File: src/rtl/datapath_fetch_pipe.sv
// Instruction-fetch stage: PC, one-cycle synchronous imem request, stall hold buffer, IF/ID register.
// Optional performance counters are built when FETCH_PERF_CNT_EN is defined; otherwise perf ports read 0.
module datapath_fetch_pipe #(
  parameter int                    PC_WIDTH    = 16,
  parameter int                    INSTR_WIDTH = 16,
  parameter int                    PC_INC      = 2,
  parameter logic [PC_WIDTH-1:0]   RESET_PC    = '0
) (
  input  logic                   clk,
  input  logic                   reset,
  input  logic [PC_WIDTH-1:0]    BT,
  input  logic                   branch_taken,
  input  logic                   stall,
  output logic [PC_WIDTH-1:0]    mem_addr,
  output logic                   mem_rd,
  input  logic [INSTR_WIDTH-1:0] mem_rddata,
  output logic                   if_id_valid,
  output logic [INSTR_WIDTH-1:0] if_id_instr,
  output logic [PC_WIDTH-1:0]    if_id_pc,
  output logic [PC_WIDTH-1:0]    if_id_pc_next,
  output logic [31:0]            perf_fetched,
  output logic [31:0]            perf_bubbles
);

  localparam logic [PC_WIDTH-1:0] PC_INC_W   = PC_WIDTH'(PC_INC);
  localparam logic [PC_WIDTH-1:0] ALIGN_MASK = ~(PC_INC_W - PC_WIDTH'(1));

  typedef enum logic [1:0] {
    MODE_RUN      = 2'd0,
    MODE_STALL    = 2'd1,
    MODE_REDIRECT = 2'd2
  } cycle_mode_e;

  cycle_mode_e mode;

  logic [PC_WIDTH-1:0]    pc_q, pc_d;
  logic                   req_valid_q, req_valid_d;
  logic [PC_WIDTH-1:0]    req_pc_q, req_pc_d;
  logic                   hold_valid_q, hold_valid_d;
  logic [INSTR_WIDTH-1:0] hold_instr_q, hold_instr_d;
  logic [PC_WIDTH-1:0]    hold_pc_q, hold_pc_d;
  logic                   if_id_valid_q, if_id_valid_d;
  logic [INSTR_WIDTH-1:0] if_id_instr_q, if_id_instr_d;
  logic [PC_WIDTH-1:0]    if_id_pc_q, if_id_pc_d;
  logic [PC_WIDTH-1:0]    if_id_pc_next_q, if_id_pc_next_d;
  logic                   fetch_edge;

  // Memory handshake: mem_rd=1 in a cycle is a read of mem_addr; mem_rddata carries that word
  // during the following cycle only. There is no back-pressure, so a response the IF/ID
  // cannot take (stall) is parked in the hold buffer.
  always_comb begin
    mode = MODE_RUN;
    if (branch_taken)  mode = MODE_REDIRECT;
    else if (stall)    mode = MODE_STALL;
  end

  assign mem_addr = pc_q;
  assign mem_rd   = !stall && !branch_taken && reset;

  always_comb begin
    pc_d            = pc_q;
    req_valid_d     = req_valid_q;
    req_pc_d        = req_pc_q;
    hold_valid_d    = hold_valid_q;
    hold_instr_d    = hold_instr_q;
    hold_pc_d       = hold_pc_q;
    if_id_valid_d   = if_id_valid_q;
    if_id_instr_d   = if_id_instr_q;
    if_id_pc_d      = if_id_pc_q;
    if_id_pc_next_d = if_id_pc_next_q;
    fetch_edge      = 1'b0;
    unique case (mode)
      MODE_REDIRECT: begin
        pc_d          = BT & ALIGN_MASK;
        req_valid_d   = 1'b0;
        hold_valid_d  = 1'b0;
        if_id_valid_d = 1'b0;
      end
      MODE_STALL: begin
        req_valid_d = 1'b0;
        if (req_valid_q) begin
          hold_valid_d = 1'b1;
          hold_instr_d = mem_rddata;
          hold_pc_d    = req_pc_q;
        end
      end
      default: begin
        pc_d        = pc_q + PC_INC_W;
        req_valid_d = 1'b1;
        req_pc_d    = pc_q;
        // The hold buffer is older than any in-flight request, so it drains first.
        if (hold_valid_q) begin
          fetch_edge      = 1'b1;
          hold_valid_d    = 1'b0;
          if_id_valid_d   = 1'b1;
          if_id_instr_d   = hold_instr_q;
          if_id_pc_d      = hold_pc_q;
          if_id_pc_next_d = hold_pc_q + PC_INC_W;
        end else if (req_valid_q) begin
          fetch_edge      = 1'b1;
          if_id_valid_d   = 1'b1;
          if_id_instr_d   = mem_rddata;
          if_id_pc_d      = req_pc_q;
          if_id_pc_next_d = req_pc_q + PC_INC_W;
        end else begin
          if_id_valid_d = 1'b0;
        end
      end
    endcase
  end

  always_ff @(posedge clk or negedge reset) begin
    if (!reset) begin
      pc_q            <= RESET_PC;
      req_valid_q     <= 1'b0;
      req_pc_q        <= '0;
      hold_valid_q    <= 1'b0;
      hold_instr_q    <= '0;
      hold_pc_q       <= '0;
      if_id_valid_q   <= 1'b0;
      if_id_instr_q   <= '0;
      if_id_pc_q      <= '0;
      if_id_pc_next_q <= '0;
    end else begin
      pc_q            <= pc_d;
      req_valid_q     <= req_valid_d;
      req_pc_q        <= req_pc_d;
      hold_valid_q    <= hold_valid_d;
      hold_instr_q    <= hold_instr_d;
      hold_pc_q       <= hold_pc_d;
      if_id_valid_q   <= if_id_valid_d;
      if_id_instr_q   <= if_id_instr_d;
      if_id_pc_q      <= if_id_pc_d;
      if_id_pc_next_q <= if_id_pc_next_d;
    end
  end

  assign if_id_valid   = if_id_valid_q;
  assign if_id_instr   = if_id_instr_q;
  assign if_id_pc      = if_id_pc_q;
  assign if_id_pc_next = if_id_pc_next_q;

`ifdef FETCH_PERF_CNT_EN
  logic [31:0] perf_fetched_q, perf_fetched_d;
  logic [31:0] perf_bubbles_q, perf_bubbles_d;

  // Every edge is exactly one of: a valid IF/ID load, or a bubble/held edge.
  always_comb begin
    perf_fetched_d = perf_fetched_q;
    perf_bubbles_d = perf_bubbles_q;
    if (fetch_edge) perf_fetched_d = perf_fetched_q + 32'd1;
    else            perf_bubbles_d = perf_bubbles_q + 32'd1;
  end

  always_ff @(posedge clk or negedge reset) begin
    if (!reset) begin
      perf_fetched_q <= '0;
      perf_bubbles_q <= '0;
    end else begin
      perf_fetched_q <= perf_fetched_d;
      perf_bubbles_q <= perf_bubbles_d;
    end
  end

  assign perf_fetched = perf_fetched_q;
  assign perf_bubbles = perf_bubbles_q;
`else
  logic unused_perf;
  assign unused_perf  = fetch_edge;
  assign perf_fetched = '0;
  assign perf_bubbles = '0;
`endif

endmodule

File: config.mk
export PLATFORM = sky130hd
export DESIGN_NAME = datapath_fetch_pipe
export DESIGN_NICKNAME = d
export VERILOG_FILES = /design/src/rtl/datapath_fetch_pipe.sv
export SDC_FILE = /design/constraint.sdc
export NUM_CORES = 1
export LEC_CHECK = 0
export BUFFER_PORTS_ARGS = -buffer_cell sky130_fd_sc_hd__buf_4
export CAP_MARGIN = 10
export CORE_MARGIN = 1.5
export CORE_UTILIZATION = 50
export CTS_BUF_LIST = sky130_fd_sc_hd__clkbuf_4 sky130_fd_sc_hd__clkbuf_8 sky130_fd_sc_hd__clkbuf_16
export CTS_CLUSTER_DIAMETER = 60
export CTS_CLUSTER_SIZE = 14
export DETAILED_ROUTE_END_ITERATION = 7
export PLACE_DENSITY = 0.89
export RECOVER_POWER = 50
export SKIP_LAST_GASP = 1
export SLEW_MARGIN = 20
export SYNTH_ARGS = -nofsm -noshare
export SYNTH_HDL_FRONTEND = slang
export SYNTH_SLANG_ARGS = --single-unit
File: constraint.sdc
create_clock -name clk -period 3.6 [get_ports clk]
set_clock_uncertainty 0.15 [all_clocks]
set_input_delay 0.18 -clock clk [delete_from_list [all_inputs] [get_ports clk]]
set_output_delay 0.18 -clock clk [all_outputs]
set_load 0.05 [all_outputs]
==> reports/qor.txt <==
share of layout cells above drive strength 1 = 14.37%
first-pass GRT wire length = 19.48 mm
Total Wirelength = 12.29 mm
Post-Synth Simple-Gate Area = 14.70%
Die Y = 108.7 um
fmax = 362.5 MHz
most frequent cell after synthesis = nand2_1
Max H-tree Level = 3
RSZ-0062 raised after global routing = false
Overall Global Routing Usage = 21.31%
pin count of the biggest net entering global routing = 60
grt total ovfl = 0
via count = 4158
combinational family with the most area after synthesis = simple AND/OR/NAND/NOR gates
CORE AREA = 0.01084 sq mm
post_cts resized = 0
CTS clock-pin slew for the worst setup and hold paths = 0.11 ns
Slew Limit Fails = 32
global placement routability congestion = 0.9014
CP max FO = 40
Root Driver = clkbuf_8
Max Cap Viol = 1
CTS sink cnt = 110
Final period util = 76.63%
Final Setup Violations = 0
Routed Antenna Nets = 0
Slew Limit Headroom = -19.91%
post-synthesis adder-cell area fraction = 0.4482%
Post-Syn Area = 0.005583 sq mm
failing checks = max-capacitance violations, max-slew violations
vias in the first global route = 4006
DP Wirelength = 8.520 mm
Horiz. Die Dim = 108.7 um
top cells by area, synth = dfrtp_1, buf_4, nand2_1, mux2_2, mux2i_1
Cells after Synth = 545
Fin Setup TNS = 0 ns
synthesis-to-layout area growth = 14.93%
Final Hold Violating Endpoints = 0
# fillers = 931
Worst Setup End Kind = register
CTS Buffer Depth = 2
die area = 0.01181 sq mm
setup ws final = 0.8413 ns
post-synth top area share = 49.31%
number of flops mapped to enable cells by yosys = 0
Crit path required time = 3.69 ns
status = finished with violations
Worst-Margin Slew = 1.799 ns
synth unique cells = 48
critical setup path kind = register to register
xor and xnor area share after synthesis = 3.138%
IO Pins = 166
Setup WS pre-CTS = 1.079 ns
leakage power = 2.919 nW
Final Core Density = 59.19%
Initial Util = 51.50%
Setup crit start kind = register
maximum vdd drop = 308.4 uV
Post-CTS Setup Bufs = 0
post-synthesis mux area share = 12.10%
Synth Area in Compound Gates = 8.359%
Avg Cell Area, Syn = 10.24 sq um
TritonCTS clock tree = built
#FFs+latches synth = 110
synth cell count leaders = nand2_1, dfrtp_1, buf_4
# rows = 38
NumNets Final = 701
DRT iter0 DRCs = 237
worst min-delay path category = primary input to register
worst-skew pair later-pin latency = 0.38 ns
final period demand of the worst path = 2.759 ns
post-synthesis sequential area ratio = 49.31%
Async S/R FF share, synth = 100.0%
initial antenna violation count = 0
ant diodes = 0
Port Buffer Count = 97
Remaining DRCs = 0
drt pass-1 iters = 4
synth warn = 0
Pwr Density = 572.9 mW/mm^2
CTS buffer count = 9
top_reg_cell synth = dfrtp_1
critical path arrival = 2.84 ns
drt wl/cell = 15.21 um
Via density = 5.146
CTS Hold Bufs = 32
Yosys top cell by area = dfrtp_1
report_power, final:
| group | total [mW] | internal (mW) | switching (mW) |
|---|---|---|---|
| Clock | 0.762 | 0.331 | 0.432 |
| Combinational | 1.24 | 0.289 | 0.950 |
| Sequential | 1.67 | 1.48 | 0.193 |
| Total | 3.68 | 2.10 | 1.57 |
placed cells by master (no fill, tap or decap), types with 3 or more instances in the layout:
cell type      instances
nand2_1              115
dfrtp_1              110
conb_1                67
clkbuf_1              63
o21ai_0               49
buf_4                 38
mux2_2                36
dlygate4sd3_1         32
mux2i_1               27
xnor2_1               11
xor2_1                 9
clkbuf_8               9
nor2_1                 7
nand4_1                7
nand3_1                7
nor4_1                 7
o31ai_1                6
nand4b_1               5
nor3_1                 4
nor2b_1                4
a21o_1                 3
nand3b_1               3
inv_1                  3
o31a_1                 3
inv_6                  3
area by class of cell:
| class | count | area (sq um) | share of cell area [%] |
|---|---|---|---|
| clock buffer | 9 | 123.9 | 1.931 |
| clock inverter | 7 | 78.83 | 1.229 |
| inverter | 4 | 16.27 | 0.2535 |
| multi-input combinational | 404 | 2422 | 37.75 |
| sequential | 110 | 2753 | 42.90 |
| tap | 140 | 175.2 | 2.730 |
| timing repair buffer | 134 | 847.1 | 13.20 |
metal layers:
layer | global-route usage [%] | vias to the layer above | wire, um
li1 | - | 1964 | -
met1 | 27.86 | 1997 | 5102
met2 | 35.09 | 171 | 6160
met3 | 4.662 | 26 | 756
met4 | 7.425 | 0 | 267
met5 | 0 | - | 0
sequential cells by signal, indices dropped and copies added (netlist names):
name	count
hold_instr_q	16
if_id_instr	16
hold_pc_q	15
if_id_pc	15
if_id_pc_next	15
mem_addr	15
req_pc_q	15
hold_valid_q	1
if_id_valid	1
req_valid_q	1
cell families (layout without fill, tap and decap cells):
| family | Yosys count | count (layout) |
|---|---|---|
| and+or+nand+nor | 175 | 175 |
| DFF | 110 | 110 |
| muxes | 63 | 63 |
| other | 1 | 67 |
| buffers and inverters | 97 | 154 |
| xor gates and xnor gates | 20 | 20 |
| AOI/OAI and AO/OA | 77 | 77 |
| adders and majority gates | 2 | 2 |
through the flow:
step | area [sq um] | cells | total power, mW | hold WS [ns]
final | 6416 | 808 | 3.676 | 0.03834
after global placement | 6133 | 760 | 2.981 | 0.09238
after global routing | 6416 | 808 | 3.855 | 0.03445
after detailed placement | 6133 | 760 | 3.032 | 0.1029
after CTS | 6656 | 808 | 3.813 | 0.02930
after floorplan | 5831 | 611 | 2.669 | -0.2656
critical path: stages, from the launching register on:
cell     delay (ns)
dfrtp_1        0.63
buf_4          0.56
nand4_1        0.31
a22oi_2        0.37
nor4b_1        0.45
o31ai_1        0.14
path summary, 6_finish.rpt:
check                      cells after the start           endpoint         start  slack (ns)
max                                            5  if_id_pc_next[14]  hold_valid_q        0.84
min reg2reg                                    2       if_id_pc[12]  if_id_pc[12]        0.33
max reg2reg                                    5  if_id_pc_next[14]  hold_valid_q        0.84
min                                            3       mem_addr[10]  branch_taken        0.04
max in group asynchronous                      3       req_pc_q[14]         reset        1.45
min in group asynchronous                      2        mem_addr[9]         reset        0.45
Power figures use the tool's default switching activity.
